<file path="src/rtl/hamming_enc_tx.sv">
// hamming_enc_tx: SECDED (Hamming(7,4) plus overall parity) encoder feeding a valid/ready FIFO with a delivery counter.
// Optional macro ERR_INJECT_EN adds inj_en/inj_pos ports that flip one bit of the stored codeword.
module hamming_enc_tx #(
   parameter int DEPTH = 4,
   parameter int CNT_W = 8
) (
   input  logic             clk,
   input  logic             rst_n,
   input  logic             in_valid,
   output logic             in_ready,
   input  logic [3:0]       data_in,
   output logic             out_valid,
   input  logic             out_ready,
   output logic [7:0]       codeword,
   output logic [CNT_W-1:0] tx_count
`ifdef ERR_INJECT_EN
   ,
   input  logic             inj_en,
   input  logic [2:0]       inj_pos
`endif
);
   localparam int AW = $clog2(DEPTH);
   logic [AW:0] wr_ptr, rd_ptr;
   logic [7:0]  mem [DEPTH];
   logic [6:0]  ham;
   logic [7:0]  enc, stored;
   logic        full, empty, push, pop;
   assign ham = {data_in[3], data_in[2], data_in[1],
                 data_in[1] ^ data_in[2] ^ data_in[3],
                 data_in[0],
                 data_in[0] ^ data_in[2] ^ data_in[3],
                 data_in[0] ^ data_in[1] ^ data_in[3]};
   assign enc = {^ham, ham};
`ifdef ERR_INJECT_EN
   assign stored = inj_en ? enc ^ (8'b1 << inj_pos) : enc;
`else
   assign stored = enc;
`endif
   assign full      = (wr_ptr[AW] != rd_ptr[AW]) && (wr_ptr[AW-1:0] == rd_ptr[AW-1:0]);
   assign empty     = wr_ptr == rd_ptr;
   assign in_ready  = !full;
   assign out_valid = !empty;
   assign push      = in_valid && !full;
   assign pop       = !empty && out_ready;
   // gating on empty keeps the output at zero after reset without resetting the storage
   assign codeword  = empty ? 8'h00 : mem[rd_ptr[AW-1:0]];
   always_ff @(posedge clk) begin
      if (push) mem[wr_ptr[AW-1:0]] <= stored;
   end
   always_ff @(posedge clk or negedge rst_n) begin
      if (!rst_n) begin
         wr_ptr   <= '0;
         rd_ptr   <= '0;
         tx_count <= '0;
      end else begin
         if (push) wr_ptr <= wr_ptr + (AW+1)'(1);
         if (pop) begin
            rd_ptr   <= rd_ptr + (AW+1)'(1);
            tx_count <= tx_count + CNT_W'(1);
         end
      end
   end
endmodule

</file>
<file path="config.mk">
export PLATFORM = sky130hd
export DESIGN_NAME = hamming_enc_tx
export DESIGN_NICKNAME = d
export VERILOG_FILES = /design/src/rtl/hamming_enc_tx.sv
export SDC_FILE = /design/constraint.sdc
export NUM_CORES = 1
export LEC_CHECK = 0
export BUFFER_PORTS_ARGS = -buffer_cell sky130_fd_sc_hd__buf_4
export CAP_MARGIN = 10
export CORE_MARGIN = 4
export CORE_UTILIZATION = 40
export DETAILED_ROUTE_END_ITERATION = 6
export PLACE_DENSITY_LB_ADDON = 0.2
export SETUP_SLACK_MARGIN = 0.02
export SYNTH_ARGS = -nofsm -noshare
export SYNTH_HDL_FRONTEND = slang
export SYNTH_SLANG_ARGS = --single-unit
</file>
<file path="constraint.sdc">
create_clock -name clk -period 2.85 [get_ports clk]
set_clock_uncertainty 0.05 [all_clocks]
set_input_delay 0.285 -clock clk [delete_from_list [all_inputs] [get_ports clk]]
set_output_delay 0.285 -clock clk [all_outputs]
set_load 0.01 [all_outputs]
</file>
# Word level (Yosys, flattened, before mapping)
# Memory sizes are Yosys's and may differ from the RTL's.
# Cells that the tools add are included.
# totals
output_inout_bits,18
mem_count,1
ramBits,32
reg_bits,14
inputBits,8
# op_classes
eq_ne,3
n_reduce_logical,6
n_addsub,3
muxes,3
bitwise,6
# mem_list
memory,depth,word_bits,rd,rd_clocked_by_memory_dff,write_ports,line_no,text
mem,4,8,1,0,1,24,logic [7:0] mem [DEPTH];
# ops
operator,n
adder 8 x 1 -> 8 bit (second input constant),1
2-to-1 mux 8 bit,1
parity 7 bit,1
adder 3 x 1 -> 3 bit (second input constant),2
bitwise XOR 1 bit,6
equality test 3 bit,1
logical AND 1 bit,3
equality test 2 bit,1
logical NOT 1 bit,2
2-to-1 mux 1 bit,2
inequality test 1 bit,1

# Logic depth before layout (Yosys ltp)
# Gate-level depths: netlist of the first run.
# depth
ltp_word,6
depth_mapped,7

# Least setup slack after synthesis of the first run
# No wires, ideal clock.
# synth_timing
path_kind,register to output
from,register rd_ptr[1]
to,output codeword[0]
required_ns,2.515
path_slack_ns,1.175
path_buffers,2
arrival_ns,1.340
path_stages_with_launch,7
cell_sequence,dfrtp_1 buf_6 xnor2_2 and3b_4 inv_6 buf_6 and2_1
# synth_between
elab_chain_cells,2
word_cells_on_any_way,3
classes_between,1 x eq/ne; 1 x mux; 1 x memory
# synth_rtl
item,line_no,text
start: declaration,23,"logic [AW:0] wr_ptr, rd_ptr;"
start signal: assignment,58,rd_ptr <= rd_ptr + (AW+1)'(1);
memory read (4 x 8 bit) or equality test 3 bit (tied branches),-,
2-to-1 mux 8 bit *,46,assign codeword = empty ? 8'h00 : mem[rd_ptr[AW-1:0]];
end: declaration,14,"output logic [7:0] codeword,"
# Mark *: on every way between the ends. The rest lies on a longest branch, timed or not.

# Worst setup path in the final report of the first run
# layout_timing
from,register rd_ptr[0]
to,output codeword[1]
# Same word-level chain as after synthesis.

==> flow_metrics.env, run 1 <==
export IMPL_status="finished clean"
export IMPL_cp_start_kind="flip-flop"
export IMPL_hp_class="in2reg"
export IMPL_grt_pass1_vias=1160
export IMPL_first_pass_iters=4
export IMPL_fillers=401
export IMPL_ys_types=23
export IMPL_endpoint_kind="primary output"
export IMPL_synth_flop_cell="edfxtp_1"
export IMPL_yosys_top_cells_count="edfxtp_1 (32), dfrtp_1 (14), xnor2_1 (13)"
export IMPL_vias=1034
export IMPL_netlist_area_um2=2050
export IMPL_intPower_w=0.00184
export IMPL_worst_slack_ns=0.557
export IMPL_drtAntennaViolNets=0
export IMPL_yosys_area_top_type_share_pct=46.9
export IMPL_gr_total_overflow=0
export IMPL_slew_viol_final=0
export IMPL_crit_arrival_ns=1.96
export IMPL_multi_input_area_um2=683
export IMPL_wl_um=3490
export IMPL_start_util_pct=42.2
export IMPL_ff_latch_area_um2=1310
export IMPL_p_leak_nw=0.931
export IMPL_cp_max_fo=7
export IMPL_post_synth_top_count_cell="edfxtp_1"
export IMPL_antenna_found_initial=0
export IMPL_syn_nets=134
export IMPL_fp_coreArea_um2=4850
export IMPL_h_tree_depth=2
export IMPL_hpwlAfterDp_um=2530
export IMPL_drc=0
export IMPL_p_seq_share_pct=40.0
export IMPL_whs_path_depth=1
export IMPL_dieArea_um2=6330
export IMPL_r2r_start="rd_ptr[1]$_DFFE_PN0P_"
export IMPL_hold_start="data_in[1]"
export IMPL_numCtsBuffers=5
export IMPL_dpl_worst_slack_ns=0.821
export IMPL_clkPwrFrac_pct=16.7
export IMPL_synthArstFlopShare_pct=30.4
export IMPL_yosysSeqAreaShare_pct=64.0
export IMPL_gp_congestion=0.717
export IMPL_routed_via_density=4.72
export IMPL_postSynthAreaPerCell_um2=17.1
export IMPL_nets=165
export IMPL_cts_reportedPaths_clkPinSlew_ns=0.08
export IMPL_finalCriticalPeriod_ns=2.29
export IMPL_r2r_end="mem[0][3]$_DFFE_PP_"
export IMPL_clockBufferDepth=2
export IMPL_grt_pass1_wl_um=5900
export IMPL_area_growth_pct=17.7
export IMPL_rrSetupSlack_ns=0.82
export IMPL_io_buffer_count=25
export IMPL_yosys_area_top_type="edfxtp_1"
export IMPL_crit_required_ns=2.52
export IMPL_worstHoldEndpoint="mem[0][4]$_DFFE_PP_"
export IMPL_yosys_top_cells_area="edfxtp_1 (47%), dfrtp_1 (17%), mux4_2 (8.8%)"
export IMPL_power_frac_comb_pct=43.2
export IMPL_cts_sinks=46
export IMPL_power_density_nw_per_um2=1150
export IMPL_diodes=0
export IMPL_fin_crit_sh_pct=80.5
export IMPL_critPathKind="reg2out"
export IMPL_finalSetupViolations=0
export IMPL_cts_resized=0
export IMPL_io_pins=26
export IMPL_fp_dieW_um=79.6
export IMPL_synth_edf_count=32
export IMPL_tritoncts="built"
export IMPL_switching_share_pct=33.7
export IMPL_wl_per_cell_um=15.9
export IMPL_peakVddDrop_mv=0.565
export IMPL_yosys_register_bits=46
export IMPL_worst_pin_slew_ns=0.546
export IMPL_chipHeight_um=79.6
export IMPL_grtUsageTotal_pct=12.4
export IMPL_relSlewSlack_pct=63.6
export IMPL_root_buffer="clkbuf_8"
export IMPL_totalPowerFinal_w=0.00278
export IMPL_drive_above_1_share_pct=32.2
export IMPL_grt_setup_unrepaired="no"
export IMPL_drt_iter0_drc=69
export IMPL_final_hold_viol_count=0
export IMPL_p_sw_w=0.000937
export IMPL_rows=25
export IMPL_clock_latency_ns=0.29
export IMPL_cap_violations=0
export IMPL_synthCells=120
export IMPL_yosysWarnings=0
export IMPL_fmax_mhz=436
export IMPL_grt_max_degree=15
export IMPL_r2r_cells=3
export IMPL_tns_ns=0
metrics by stage:
step | util (%) | area (um^2) | hold WS [ns] | instances
2_1_floorplan | - | 2050 | -0.0606 | 120
5_1_grt | 49.7 | 2410 | 0.168 | 219
6_report | 49.7 | 2410 | 0.177 | 219
3_3_place_gp | 47.3 | 2290 | 0.0937 | 210
4_1_cts | 49.7 | 2410 | 0.162 | 219
3_5_place_dp | 47.3 | 2290 | 0.0970 | 210
critical path, cell delays in order (launching register included):
cell and delay [ns]:
dfrtp_1 0.61, buf_4 0.25, mux4_2 0.50, and2_1 0.17
buf_4 0.14
worst max path at each step:
stage	from	to	slack [ns]	depth (start not counted)
after detailed placement	rd_ptr[1]$_DFFE_PN0P_	mem[2][0]$_DFFE_PP_	0.82	3
final	rd_ptr[0]$_DFFE_PN0P_	codeword[1]	0.56	4
after global routing	rd_ptr[0]$_DFFE_PN0P_	codeword[1]	0.42	4
after floorplan	rd_ptr[1]$_DFFE_PN0P_	codeword[0]	1.17	6
after CTS	rd_ptr[0]$_DFFE_PN0P_	codeword[1]	0.50	4
after global placement	rd_ptr[0]$_DFFE_PN0P_	codeword[1]	0.86	4
sequential cells by signal (all words and copies together), names as in the netlist:
register / flops
mem: 32
tx_count: 8
wr_ptr: 3
rd_ptr: 3
power by group through the flow:
stage / registers (W) / logic, W / clock network (W)
after global placement: 0.00112 / 0.00120 / 0
final: 0.00111 / 0.00120 / 0.000465
after detailed placement: 0.00113 / 0.00123 / 0
after global routing: 0.00115 / 0.00133 / 0.000497
after CTS: 0.00112 / 0.00123 / 0.000483
after floorplan: 0.00107 / 0.000854 / 0
cells by family after synthesis:
kind of cell	count (synthesis)	synth area share (%)
AO/OA/AOI/OAI	2	1.28
XOR/XNOR	20	9.65
adder cells (fa/ha/maj)	6	3.67
buffers and inverters	7	2.63
flip-flops	46	64.0
multiplexers	10	10.3
AND/OR/NAND/NOR	29	8.49
cells in the final DEF (no fill, tap or decap), drive strengths merged:
master	n
inv	4
and3b	1
nor3	2
buf	26
nand4	2
and2	12
clkbuf	7
dlygate4sd3	1
nand3	5
nor2	1
o21ai	1
mux4	8
bufinv	1
ha	6
dfrtp	14
xnor2	15
nand2	4
xor2	5
mux2	2
and3	2
edfxtp	32
a31oi	1
metal layers:
layer	track usage (%)	wire length, um
met1	15.9	1540
met2	20.5	1790
met4	4.12	36
met5	0	0
met3	3.27	123
final cells by class:
type | count | area share, %
sequential | 46 | 54.4
multi-input combinational | 67 | 28.3
timing repair buffer | 27 | 8.52
tap | 67 | 3.48
clock buffer | 7 | 3.17
clock inverter | 1 | 1.25
inverter | 4 | 0.831
repair_timing:
| item | 4_1_cts | 5_1_grt |
|---|---|---|
| hold buffers | 1 | 0 |
| endpoints found under the hold margin | 14 | 0 |
| setup buffers | 0 | 0 |
Power figures use the tool's default switching activity.
==> run 2: changes to the inputs <==
==> constraint.sdc (replaced) <==
create_clock -name clk -period 2.1 [get_ports clk]
set_clock_uncertainty 0.05 [all_clocks]
set_input_delay 0.21 -clock clk [delete_from_list [all_inputs] [get_ports clk]]
set_output_delay 0.21 -clock clk [all_outputs]
set_load 0.01 [all_outputs]
==> flow_metrics.env, run 2 (synthesized netlist as in run 1, its figures left out) <==
export IMPL_rrSetupSlack_ns=0.28
export IMPL_grt_pass1_vias=1147
export IMPL_cp_max_fo=14
export IMPL_power_frac_comb_pct=45.1
export IMPL_vias=1085
export IMPL_crit_required_ns=1.84
export IMPL_switching_share_pct=33.3
export IMPL_gr_total_overflow=0
export IMPL_slew_viol_final=0
export IMPL_fp_dieW_um=79.6
export IMPL_grt_max_degree=15
export IMPL_gp_congestion=0.725
export IMPL_cap_violations=0
export IMPL_tritoncts="built"
export IMPL_fp_coreArea_um2=4850
export IMPL_hp_class="in2reg"
export IMPL_numCtsBuffers=5
export IMPL_nets=170
export IMPL_layout_commonest_cell="edfxtp_1"
export IMPL_chipHeight_um=79.6
export IMPL_final_area_um2=2460
export IMPL_drtAntennaViolNets=0
export IMPL_clock_latency_ns=0.29
export IMPL_cp_depth=5
export IMPL_grtUsageTotal_pct=13.0
export IMPL_finalSetupViolations=0
export IMPL_finalCriticalPeriod_ns=1.95
export IMPL_endpoint_kind="primary output"
export IMPL_fmax_mhz=512
export IMPL_path_delay_family="simple AND/OR/NAND/NOR gates"
export IMPL_peakVddDrop_mv=0.800
export IMPL_p_leak_nw=0.961
export IMPL_place_area_um2=2330
export IMPL_relSlewSlack_pct=66.1
export IMPL_cp_cell_sequence="xor2_2 -> and3b_4 -> inv_6 -> and2_1 -> buf_4"
export IMPL_grt_pass1_wl_um=6150
export IMPL_drive_above_1_share_pct=35.7
export IMPL_timing_hold_ws_ns=0.0986
export IMPL_p_seq_share_pct=37.6
export IMPL_io_buffer_count=25
export IMPL_cpPeakStageDelay_ns=0.43
export IMPL_drt_iter0_drc=53
export IMPL_p_sw_w=0.00129
export IMPL_wl_per_cell_um=16.0
export IMPL_status="finished clean"
export IMPL_postCtsSetupBuffers=0
export IMPL_hpwlAfterDp_um=2610
export IMPL_area_growth_pct=20.0
export IMPL_rows=25
export IMPL_antenna_found_initial=0
export IMPL_intPower_w=0.00258
export IMPL_clockBufferDepth=2
export IMPL_whs_path_depth=1
export IMPL_final_hold_viol_count=0
export IMPL_wl_um=3580
export IMPL_crit_arrival_ns=1.69
export IMPL_cp_start_kind="flip-flop"
export IMPL_cts_reportedPaths_clkPinSlew_ns=0.08
export IMPL_grt_setup_unrepaired="no"
export IMPL_drc=0
export IMPL_r2r_cells=3
export IMPL_diodes=0
export IMPL_start_util_pct=42.2
export IMPL_root_buffer="clkbuf_8"
export IMPL_final_cell_mix="edfxtp_1 (32), buf_4 (31), xnor2_1 (13), dfrtp_1 (13), and2_1 (12)"
export IMPL_cts_sinks=46
export IMPL_h_tree_depth=2
export IMPL_io_pins=26
export IMPL_first_pass_iters=2
export IMPL_routed_via_density=4.84
export IMPL_tns_ns=0
export IMPL_clkPwrFrac_pct=17.4
export IMPL_fin_util_pct=50.7
export IMPL_critPathKind="reg2out"
export IMPL_fin_crit_sh_pct=93.0
export IMPL_cp_slowest_cell="dfrtp_1"
export IMPL_dieArea_um2=6330
export IMPL_crit_buf_inv=2
export IMPL_totalPowerFinal_w=0.00387
export IMPL_worst_pin_slew_ns=0.508
export IMPL_largest_reg_flops=32
export IMPL_power_density_nw_per_um2=1570
[run 2: cell types whose count changed in the layout (fill, tap and decap cells not counted)]
cell,delta
dfrtp_1,-1
clkbuf_1,-1
dfrtp_2,+1
clkbuf_8,+1
buf_4,+5
[run 2: power by group through the flow]
stage / Sequential (W) / Clock [W] / Combinational (W)
finish: 0.00145 / 0.000672 / 0.00174
global route: 0.00149 / 0.000730 / 0.00191
CTS: 0.00145 / 0.000691 / 0.00178
detailed placement: 0.00147 / 0 / 0.00177
global placement: 0.00146 / 0 / 0.00175
floorplan: 0.00145 / 0 / 0.00116
[run 2: worst paths after layout]
check | start | end
min reg2reg | tx_count[7]$_DFFE_PN0P_ | tx_count[7]$_DFFE_PN0P_
max | rd_ptr[2]$_DFFE_PN0P_ | codeword[7]
max in group asynchronous | rst_n | rd_ptr[0]$_DFFE_PN0P_
min | data_in[1] | mem[3][4]$_DFFE_PP_
min in group asynchronous | rst_n | tx_count[3]$_DFFE_PN0P_
max reg2reg | wr_ptr[0]$_DFFE_PN0P_ | mem[3][0]$_DFFE_PP_
[run 2: what timing repair did]
action / 4_1_cts / 5_1_grt
endpoints found under the hold margin: 14 / 0
hold buffers: 1 / 0
resized for setup: 0 / 1
setup endpoints to repair: 0 / 4
[run 2: through the flow]
step,std cells,setup slack (ns)
6_report,224,0.148
5_1_grt,224,0.0469
4_1_cts,224,0.0935
3_5_place_dp,215,0.263
3_3_place_gp,215,0.332
2_1_floorplan,120,0.450
[run 2: metal layers]
| layer | GRT usage (%) | part of all wire [%] | vias to the layer above |
|---|---|---|---|
| li1 | - | - | 505 |
| met2 | 20.4 | 49 | 14 |
| met5 | 0 | 0 | - |
| met4 | 5.67 | 1.8 | 0 |
| met3 | 2.82 | 2.6 | 8 |
| met1 | 17.5 | 46 | 558 |
[run 2: area by class of cell]
type	instances	area, um^2
tap	67	83.8
inverter	4	20.0
clock buffer	7	86.3
timing repair buffer	32	243
clock inverter	1	30.0
fill	430	2390
sequential	46	1310
multi-input combinational	67	683
==> run 3: changes to the inputs <==
--- a/config.mk
+++ b/config.mk
@@ -7,7 +7,7 @@
 export LEC_CHECK = 0
 export BUFFER_PORTS_ARGS = -buffer_cell sky130_fd_sc_hd__buf_4
 export CAP_MARGIN = 10
-export CORE_MARGIN = 4
+export CORE_MARGIN = 2
 export CORE_UTILIZATION = 40
 export DETAILED_ROUTE_END_ITERATION = 6
 export PLACE_DENSITY_LB_ADDON = 0.2
==> flow_metrics.env, run 3 (synthesized netlist as in run 1, its figures left out) <==
export IMPL_grt_setup_unrepaired="no"
export IMPL_slew_viol_final=0
export IMPL_antenna_found_initial=0
export IMPL_hp_class="in2reg"
export IMPL_final_cell_mix="edfxtp_1 (32), buf_4 (28), dfrtp_1 (14)"
export IMPL_fp_coreArea_um2=5010
export IMPL_tns_ns=0
export IMPL_critPathKind="reg2out"
export IMPL_h_tree_depth=2
export IMPL_dieArea_um2=5710
export IMPL_switching_share_pct=35.0
export IMPL_routed_via_density=4.81
export IMPL_whs_path_depth=1
export IMPL_wl_per_cell_um=15.6
export IMPL_numCtsBuffers=5
export IMPL_finalCriticalPeriod_ns=1.97
export IMPL_postCtsSetupBuffers=0
export IMPL_clkPwrFrac_pct=13.6
export IMPL_hold_start="data_in[3]"
export IMPL_nets=167
export IMPL_fillers=454
export IMPL_start_util_pct=40.9
export IMPL_fin_crit_sh_pct=94.0
export IMPL_ff_latch_area_um2=1310
export IMPL_cap_violations=0
export IMPL_clockBufferDepth=2
export IMPL_drtAntennaViolNets=0
export IMPL_crit_arrival_ns=1.71
export IMPL_r2r_cells=3
export IMPL_crit_start="rd_ptr[0]$_DFFE_PN0P_"
export IMPL_endpoint="codeword[2]"
export IMPL_final_area_um2=2400
export IMPL_first_pass_iters=4
export IMPL_r2r_end="mem[3][0]$_DFFE_PP_"
export IMPL_finalSetupViolations=0
export IMPL_drt_iter0_drc=29
export IMPL_endpoint_kind="primary output"
export IMPL_grt_pass1_vias=1059
export IMPL_chipHeight_um=75.6
export IMPL_worst_pin_slew_ns=0.519
export IMPL_relSlewSlack_pct=65.4
export IMPL_drive_above_1_share_pct=33.1
export IMPL_io_pins=26
export IMPL_p_sw_w=0.00129
export IMPL_diodes=0
export IMPL_place_area_um2=2310
export IMPL_tritoncts="built"
export IMPL_clock_latency_ns=0.29
export IMPL_multi_input_area_um2=683
export IMPL_rows=26
export IMPL_drc=0
export IMPL_fp_dieW_um=75.6
export IMPL_intPower_w=0.00240
export IMPL_p_leak_nw=0.931
export IMPL_hpwlAfterDp_um=2550
export IMPL_root_buffer="clkbuf_8"
export IMPL_cp_max_fo=5
export IMPL_power_density_nw_per_um2=1530
export IMPL_cp_start_kind="flip-flop"
export IMPL_status="finished clean"
export IMPL_grt_pass1_wl_um=5490
export IMPL_layout_commonest_cell="edfxtp_1"
export IMPL_final_hold_viol_count=0
export IMPL_grtUsageTotal_pct=13.8
export IMPL_wl_um=3500
export IMPL_vias=1077
export IMPL_rrSetupSlack_ns=0.28
export IMPL_cts_reportedPaths_clkPinSlew_ns=0.07
export IMPL_crit_required_ns=1.84
export IMPL_r2r_start="wr_ptr[0]$_DFFE_PN0P_"
export IMPL_fmax_mhz=507
export IMPL_largest_reg_flops=32
export IMPL_peakVddDrop_mv=0.579
export IMPL_area_growth_pct=17.3
export IMPL_cts_sinks=46
export IMPL_gr_total_overflow=0
export IMPL_p_seq_share_pct=39.3
export IMPL_gp_congestion=0.773
export IMPL_grt_max_degree=15
export IMPL_power_frac_comb_pct=47.2
export IMPL_io_buffer_count=25
-- run 3: cell types whose count changed in the layout (fill, tap and decap cells not counted) --
cell	previous run	this run
dfrtp_1	13	14
buf_4	31	28
bufinv_16	1	0
clkinv_2	0	1
clkbuf_8	6	5
dfrtp_2	1	0
clkinv_1	0	1
-- run 3: routing by layer --
metal | vias up | GRT usage (%) | routed length, um
met1 | 543 | 18.4 | 1550
met4 | 0 | 5.26 | 40
met5 | - | 0 | 0
met3 | 6 | 4.37 | 178
met2 | 25 | 21.3 | 1730
li1 | 503 | - | -
-- run 3: area by class of cell --
type	instances	share of cell area, %
clock inverter	2	0.364
inverter	4	0.833
clock buffer	6	3.02
sequential	46	54.6
timing repair buffer	29	9.16
multi-input combinational	67	28.4
tap	70	3.64
-- run 3: how the worst min path moves through the flow --
stage / end / slack [ns]
2_1_floorplan: rd_ptr[0]$_DFFE_PN0P_ / -0.14
3_3_place_gp: tx_count[6]$_DFFE_PN0P_ / 0.02
3_5_place_dp: tx_count[7]$_DFFE_PN0P_ / 0.02
4_1_cts: mem[2][6]$_DFFE_PP_ / 0.1
5_1_grt: mem[2][6]$_DFFE_PP_ / 0.09
6_report: mem[2][6]$_DFFE_PP_ / 0.10
-- run 3: power by group through the flow --
stage | clock (W) | combinational (W) | sequential [W]
5_1_grt | 0.000557 | 0.00192 | 0.00148
4_1_cts | 0.000516 | 0.00178 | 0.00145
2_1_floorplan | 0 | 0.00116 | 0.00145
6_report | 0.000500 | 0.00174 | 0.00145
3_5_place_dp | 0 | 0.00177 | 0.00147
3_3_place_gp | 0 | 0.00175 | 0.00146
-- run 3: stage by stage --
step	power, W	cells	hold slack, ns	util, %	worst slack [ns]
floorplan	0.00261	120	-0.136	-	0.450
global route	0.00396	224	0.0928	48.0	0.0307
CTS	0.00375	224	0.0952	48.0	0.0994
finish	0.00369	224	0.103	48.0	0.126
global placement	0.00321	215	0.0178	46.2	0.352
detailed placement	0.00324	215	0.0232	46.2	0.272
-- run 3: worst max-delay path, stage by stage, from the launching register on --
cell	delay, ns
dfrtp_1	0.41
buf_4	0.20
mux4_2	0.50
and2_1	0.17
buf_4	0.14
-- run 3: repair_timing --
action,4_1_cts,5_1_grt
resized for setup,0,0
hold buffers,1,0
endpoints found under the hold margin,14,0
